## config.mk

```make
export PLATFORM = sky130hd
export DESIGN_NAME = team_00_walk_monitor
export DESIGN_NICKNAME = d
export VERILOG_FILES = /design/src/rtl/team_00_pkg.sv /design/src/rtl/team_00_walk_monitor_gpio_sync2.sv /design/src/rtl/team_00_walk_monitor.sv
export SDC_FILE = /design/constraint.sdc
export NUM_CORES = 1
export LEC_CHECK = 0
export ABC_AREA = 1
export BUFFER_PORTS_ARGS = -buffer_cell sky130_fd_sc_hd__clkbuf_2
export CORE_AREA = 5 5 194 196
export DETAILED_ROUTE_END_ITERATION = 8
export DIE_AREA = 0 0 199 201
export RECOVER_POWER = 50
export SYNTH_ARGS = -nofsm -noshare
export SYNTH_HDL_FRONTEND = slang
export SYNTH_SLANG_ARGS = --single-unit
```

## constraint.sdc

```tcl
create_clock -name clk -period 6.2 [get_ports clk]
set_input_delay 1.24 -clock clk [delete_from_list [all_inputs] [get_ports clk]]
set_output_delay 1.24 -clock clk [all_outputs]
set_load 0.05 [all_outputs]
```

## src/rtl/team_00_pkg.sv

```systemverilog
// Shared types and constants for the walking-one receive monitor.
package team_00_pkg;

  typedef enum logic [1:0] {
    ST_IDLE,
    ST_WAIT_FIRST,
    ST_TRACK,
    ST_ERROR
  } walk_mon_state_t;

  localparam logic [2:0] ERR_NONE     = 3'd0;
  localparam logic [2:0] ERR_ORDER    = 3'd1;
  localparam logic [2:0] ERR_EARLY    = 3'd2;
  localparam logic [2:0] ERR_LATE     = 3'd3;
  localparam logic [2:0] ERR_PRESCALE = 3'd4;

  localparam int LA_TRK_BIT  = 0;
  localparam int LA_ERR_BIT  = 1;
  localparam int LA_CODE_LSB = 2;
  localparam int LA_IDX_LSB  = 5;
  localparam int LA_SEQ_LSB  = 11;
  localparam int LA_IVL_LSB  = 27;

  localparam int         GPIO_W   = 34;
  localparam logic [5:0] IDX_LAST = 6'd33;
  localparam logic [5:0] IDX_WRAP = 6'd34;

  // idx 33 expects the all-zero gap, idx 34 expects the restart at bit 0.
  function automatic logic [GPIO_W-1:0] walk_expect(input logic [5:0] idx);
    logic [GPIO_W-1:0] v;
    v = '0;
    if (idx == IDX_WRAP) v = 34'd1;
    else if (idx < IDX_LAST) v = 34'd1 << (idx + 6'd1);
    return v;
  endfunction

endpackage

```

## src/rtl/team_00_walk_monitor_gpio_sync2.sv

```systemverilog
// Parameterized-width two-flop synchronizer with asynchronous active-low reset.
module gpio_sync2 #(
  parameter int W = 1
) (
  input  logic         clk,
  input  logic         nrst,
  input  logic [W-1:0] d,
  output logic [W-1:0] q
);

  logic [W-1:0] r_s1;
  logic [W-1:0] r_s2;

  always_ff @(posedge clk or negedge nrst) begin
    if (!nrst) begin
      r_s1 <= '0;
      r_s2 <= '0;
    end else begin
      r_s1 <= d;
      r_s2 <= r_s1;
    end
  end

  assign q = r_s2;

endmodule

```

## src/rtl/team_00_walk_monitor.sv

```systemverilog
// Walking-one receive checker: verifies order and step timing of gpio_in.
// Define WALK_MON_TIMING_CHECK_EN to add the step-interval counter (codes 2/3).
module team_00_walk_monitor
  import team_00_pkg::*;
#(
  parameter int CYCLES_PER_MS = 10000,
  parameter int TOL           = 4
) (
  input  logic         clk,
  input  logic         nrst,
  input  logic         en,
  input  logic [13:0]  prescaler,
  output logic         done,
  input  logic [127:0] la_data_in,
  output logic [127:0] la_data_out,
  input  logic [127:0] la_oenb,
  input  logic [33:0]  gpio_in,
  output logic [33:0]  gpio_out,
  output logic [33:0]  gpio_oeb
);

  // Handshake: none; arm (la_data_in[0]) is level-sensitive in IDLE, clear
  // (la_data_in[1] or en low) wins over arm and acts on the next edge.

  walk_mon_state_t   r_state;
  logic [2:0]        r_code;
  logic [5:0]        r_idx;
  logic [15:0]       r_seq;
  logic              r_done;
  logic [GPIO_W-1:0] r_prev;
  logic [GPIO_W-1:0] w_vec;
  logic [GPIO_W-1:0] w_expect;
  logic              w_change;
  logic              w_clr;
  logic              w_arm;
  logic              w_unused;
  logic [127:0]      w_la;

  gpio_sync2 #(.W(GPIO_W)) u_sync (
    .clk  (clk),
    .nrst (nrst),
    .d    (gpio_in),
    .q    (w_vec)
  );

  assign w_change = (w_vec != r_prev);
  assign w_expect = walk_expect(r_idx);
  assign w_clr    = la_data_in[1] | ~en;
  assign w_arm    = en & la_data_in[0] & ~la_data_in[1];

`ifdef WALK_MON_TIMING_CHECK_EN
  localparam logic [29:0] TOL_W = 30'(TOL);
  logic [27:0] r_limit;
  logic [27:0] r_cnt;
  logic [27:0] r_ivl;
  logic [27:0] w_cnt_nxt;
  logic [27:0] w_limit_arm;
  logic        w_early;
  logic        w_late;

  // w_cnt_nxt is the number of cycles elapsed since the last accepted step.
  assign w_cnt_nxt   = (r_cnt == '1) ? r_cnt : r_cnt + 28'd1;
  assign w_limit_arm = 28'({18'd0, prescaler} * 32'(CYCLES_PER_MS));
  assign w_early     = ({2'b0, w_cnt_nxt} + TOL_W) < {2'b0, r_limit};
  assign w_late      = {2'b0, w_cnt_nxt} > ({2'b0, r_limit} + TOL_W);
  assign w_unused    = ^{1'b0, la_data_in[127:2], la_oenb};
`else
  assign w_unused    = ^{1'b0, la_data_in[127:2], la_oenb, 32'(CYCLES_PER_MS), 32'(TOL)};
`endif

  always_ff @(posedge clk or negedge nrst) begin
    if (!nrst) begin
      r_state <= ST_IDLE;
      r_code  <= ERR_NONE;
      r_idx   <= '0;
      r_seq   <= '0;
      r_done  <= 1'b0;
      r_prev  <= '0;
`ifdef WALK_MON_TIMING_CHECK_EN
      r_limit <= '0;
      r_cnt   <= '0;
      r_ivl   <= '0;
`endif
    end else begin
      r_prev <= w_vec;
      r_done <= 1'b0;
      if (w_clr) begin
        r_state <= ST_IDLE;
        r_code  <= ERR_NONE;
        r_idx   <= '0;
        r_seq   <= '0;
`ifdef WALK_MON_TIMING_CHECK_EN
        r_limit <= '0;
        r_cnt   <= '0;
        r_ivl   <= '0;
`endif
      end else begin
        case (r_state)
          ST_IDLE: begin
            if (w_arm) begin
`ifdef WALK_MON_TIMING_CHECK_EN
              r_limit <= w_limit_arm;
`endif
              if (prescaler == 14'd0) begin
                r_state <= ST_ERROR;
                r_code  <= ERR_PRESCALE;
              end else begin
                r_state <= ST_WAIT_FIRST;
              end
            end
          end
          ST_WAIT_FIRST: begin
            if (w_vec == 34'd1) begin
              r_state <= ST_TRACK;
              r_idx   <= '0;
`ifdef WALK_MON_TIMING_CHECK_EN
              r_cnt   <= '0;
`endif
            end else if (w_vec != '0) begin
              r_state <= ST_ERROR;
              r_code  <= ERR_ORDER;
            end
          end
          ST_TRACK: begin
            if (w_change) begin
              if (w_vec != w_expect) begin
                r_state <= ST_ERROR;
                r_code  <= ERR_ORDER;
`ifdef WALK_MON_TIMING_CHECK_EN
              end else if (w_early) begin
                r_state <= ST_ERROR;
                r_code  <= ERR_EARLY;
              end else if (w_late) begin
                r_state <= ST_ERROR;
                r_code  <= ERR_LATE;
`endif
              end else begin
`ifdef WALK_MON_TIMING_CHECK_EN
                r_ivl <= w_cnt_nxt;
                r_cnt <= '0;
`endif
                if (r_idx == IDX_WRAP) begin
                  r_idx <= '0;
                end else if (r_idx == IDX_LAST) begin
                  r_idx  <= IDX_WRAP;
                  r_done <= 1'b1;
                  if (r_seq != '1) r_seq <= r_seq + 16'd1;
                end else begin
                  r_idx <= r_idx + 6'd1;
                end
              end
            end
`ifdef WALK_MON_TIMING_CHECK_EN
            else if (w_late) begin
              r_state <= ST_ERROR;
              r_code  <= ERR_LATE;
            end else begin
              r_cnt <= w_cnt_nxt;
            end
`endif
          end
          default: ;
        endcase
      end
    end
  end

  always_comb begin
    w_la = '0;
    w_la[LA_TRK_BIT]        = (r_state == ST_WAIT_FIRST) || (r_state == ST_TRACK);
    w_la[LA_ERR_BIT]        = (r_state == ST_ERROR);
    w_la[LA_CODE_LSB +: 3]  = r_code;
    w_la[LA_IDX_LSB +: 6]   = r_idx;
    w_la[LA_SEQ_LSB +: 16]  = r_seq;
`ifdef WALK_MON_TIMING_CHECK_EN
    w_la[LA_IVL_LSB +: 28]  = r_ivl;
`endif
  end

  assign la_data_out = w_la;
  assign done        = r_done;
  assign gpio_out    = '0;
  assign gpio_oeb    = '1;

endmodule

```

==> out/results.txt <==
Finished Layout Cells: 1454
Vias per cell: 3.72
Tcrit/Tclk final: 0.543
Largest net degree at the start of global routing: 52
Post-Syn Area: 7490 µm²
Total CTS buffers: 17
Main synth FF type: dfrtp_1
Worst Path Required: 6730 ps
Post-synth EDFFs: 0
DRC violation total after the first TritonRoute iteration: 332
Max cap viols: 1
WL/cell: 11.7 µm
Post-layout min period: 3370 ps
CTS Root Cell: clkbuf_16
Critical path peak fanout: 51
# diodes: 0
PortBufs: 79
H-tree depth: 4
Rows: 70
Placed insts: 1422
Nets@finish: 1293
Skew-Pair Late Insertion Delay: 430 ps
Hold path depth: 0
Failing checks: max-capacitance violations, max-slew violations
Min-Delay Path Class: flip-flop to flip-flop
Worst path cell trace: clkbuf_1 > buf_4
Die Ht: 201 µm
Max stage delay cell, worst path: clkbuf_1
Router iterations before antenna repair: 5
Register area share after synthesis: 0.431
Crit Path Class: input port to asynchronous set/reset pin
Crit path max-delay family: buffers and inverters
Mean Syn Cell Area: 8.45 µm²
Antenna viol nets, final: 0
Top cell type by total area after synthesis: dfrtp_1
Fin. max-slew vios: 52
GRT overflow: 0
Max clock buf depth: 2
Leakage: 4.21 nW
Crit path buf inv count: 2
Clock sink total: 129
Max_slew headroom: -0.829
Fmax: 297 MHz
GP Congestion: 0.857
Setup crit end kind: asynchronous set/reset pin
Cells on worst reg2reg path: 16
Detailed-route via count: 5411
CTS tree: done
Syn-to-layout area delta: 11.6%
Hold WS: 346 ps
Area share of the largest cell type after synthesis: 0.431
RSZ-0062 raised after global routing: no
VDD IR-drop max: 0.213 mV
Pwr dens: 269 nW/µm²
DRC violation count after routing: 0
Max stage delay on crit path: 1890 ps
Post-CTS Repair Setup Buffers: 0
Final setup TNS: 0 ps
Synth warn: 0
Initial antenna violation count: 0
Ys async rst share: 1.00
CTS clk-pin slew, worst paths: 50 ps
Setup violators final: 0
Hpwl dp: 13400 µm
Routed wire length: 17000 µm
Layout cells sized above 1: 0.150
I/O pin total: 504
Tot GR Track Use: 0.0824
First-pass GRT wire length: 26000 µm
Post_cts resized: 0
Vias in the first global route: 4944
CP Depth: 2
Critical path arrival: 3900 ps
Initial Util: 0.209
Seq cells post-synth: 129
Die W: 199 µm
CTS Hold Bufs: 0
Worst-margin pin slew: 2740 ps
Clk_skew: 23.7 ps
Fin. Hold Viols: 0
CP Launch Type: input port
Core ar.: 35900 µm²
Post-synthesis cell type count: 37
Mapped Cells: 887
Top cells by area, synth: dfrtp_1 43%, buf_4 17%, nand2_1 9.3%
Die Area: 40000 µm²
Status: finished, violations left
==> worst reg2reg max path, stage by stage (launching register included) <==
cell and delay, ps:
dfrtp_1 640, ha_1 340, nand3_1 120, nand2_1 100
nand2_2 170, nor2_2 460, nand2_1 110, nand2_1 80
nand2_1 70, nor2_1 110, nand3_1 90, nor3_2 280
nand2_2 170, clkinv_4 170, nand2_4 160, nand3_1 130
nand2_1 60
==> area by class of cell <==
class                           instances  area [µm²]
Clock inverter                         15         173
Fill cell                            3919       27500
Sequential cell                       129        3230
Inverter                               80         305
Multi-Input combinational cell        663        3240
Tap cell                              468         586
Timing Repair Buffer                   82         413
Clock buffer                           17         425
==> synthesized netlist by cell type (2+ instances only) <==
master    instances
a31oi_1           2
buf_2             3
buf_4           174
buf_6             2
clkbuf_1          4
conb_1            2
dfrtp_1         129
ha_1             13
inv_1            73
inv_2             5
nand2_1         186
nand2_2           6
nand2_4           2
nand3_1          71
nand3_2           2
nand3_4           2
nand3b_1          7
nand4_1          41
nor2_1           66
nor2_2            6
nor2_8            2
nor3_1           13
nor4_1            8
o21ai_0           7
o21ai_1           5
o21bai_1          2
or2_2             9
xnor2_1          21
xor2_1           16
==> layout by cell type (no fill, tap or decap), types with 13 or more instances in the layout <==
master     instances
clkbuf_16         17
nand2_1          186
nor2_1            65
inv_1             73
conb_1           170
nor3_1            13
dfrtp_1          129
nand4_1           41
ha_1              13
xnor2_1           21
nand3_1           71
clkbuf_2          75
xor2_1            16
==> sequential cells by signal, summed over array words and instances (netlist names) <==
name,count
done,1
u_sync.q,34
r_idx,6
r_state,2
r_code,2
r_prev,34
u_sync.r_s1,34
r_seq,16
==> layer usage <==
| metal | vias up | wire (µm) | track usage |
|---|---|---|---|
| met5 | - | 0 | 0 |
| met2 | 211 | 8280 | 0.136 |
| met3 | 27 | 1590 | 0.0277 |
| met1 | 2519 | 6740 | 0.0958 |
| met4 | 0 | 437 | 0.0393 |
| li1 | 2654 | - | - |
==> metrics by stage <==
stage                util  setup WS (ps)  cell area, µm²  power (mW)
floorplan               -           3270            8130        1.29
global placement    0.217           2920            7770        1.27
detailed placement  0.217           2850            7770        1.27
CTS                 0.233           2860            8370        2.29
global route        0.233           2160            8370        2.35
finish              0.233           2830            8370        2.25
==> report_power, final <==
group,internal (mW),switching [mW]
clock network,0.603,0.393
logic,0.0469,0.304
registers,0.879,0.0284
==> path summary, 6_finish.rpt <==
kind,slack [ps],end,start
max,2830,u_sync.q[8],nrst
min,350,u_sync.q[13],u_sync.r_s1[13]
max reg2reg,2840,r_seq[4],r_idx[0]
min reg2reg,350,u_sync.q[13],u_sync.r_s1[13]
max in group clk,2840,r_seq[4],r_idx[0]
min in group asynchronous,1680,r_seq[2],nrst
==> kinds of logic after synthesis <==
logic type                 count (synthesis)  synth area share
and+or+nand+nor                          425             0.268
AOI/OAI and AO/OA                         18            0.0132
xor gates and xnor gates                  37            0.0432
DFF                                      129             0.431
other                                      2           0.00100
adders and majority gates                 13            0.0217
buffers and inverters                    263             0.222
Power figures use the tool's default switching activity.
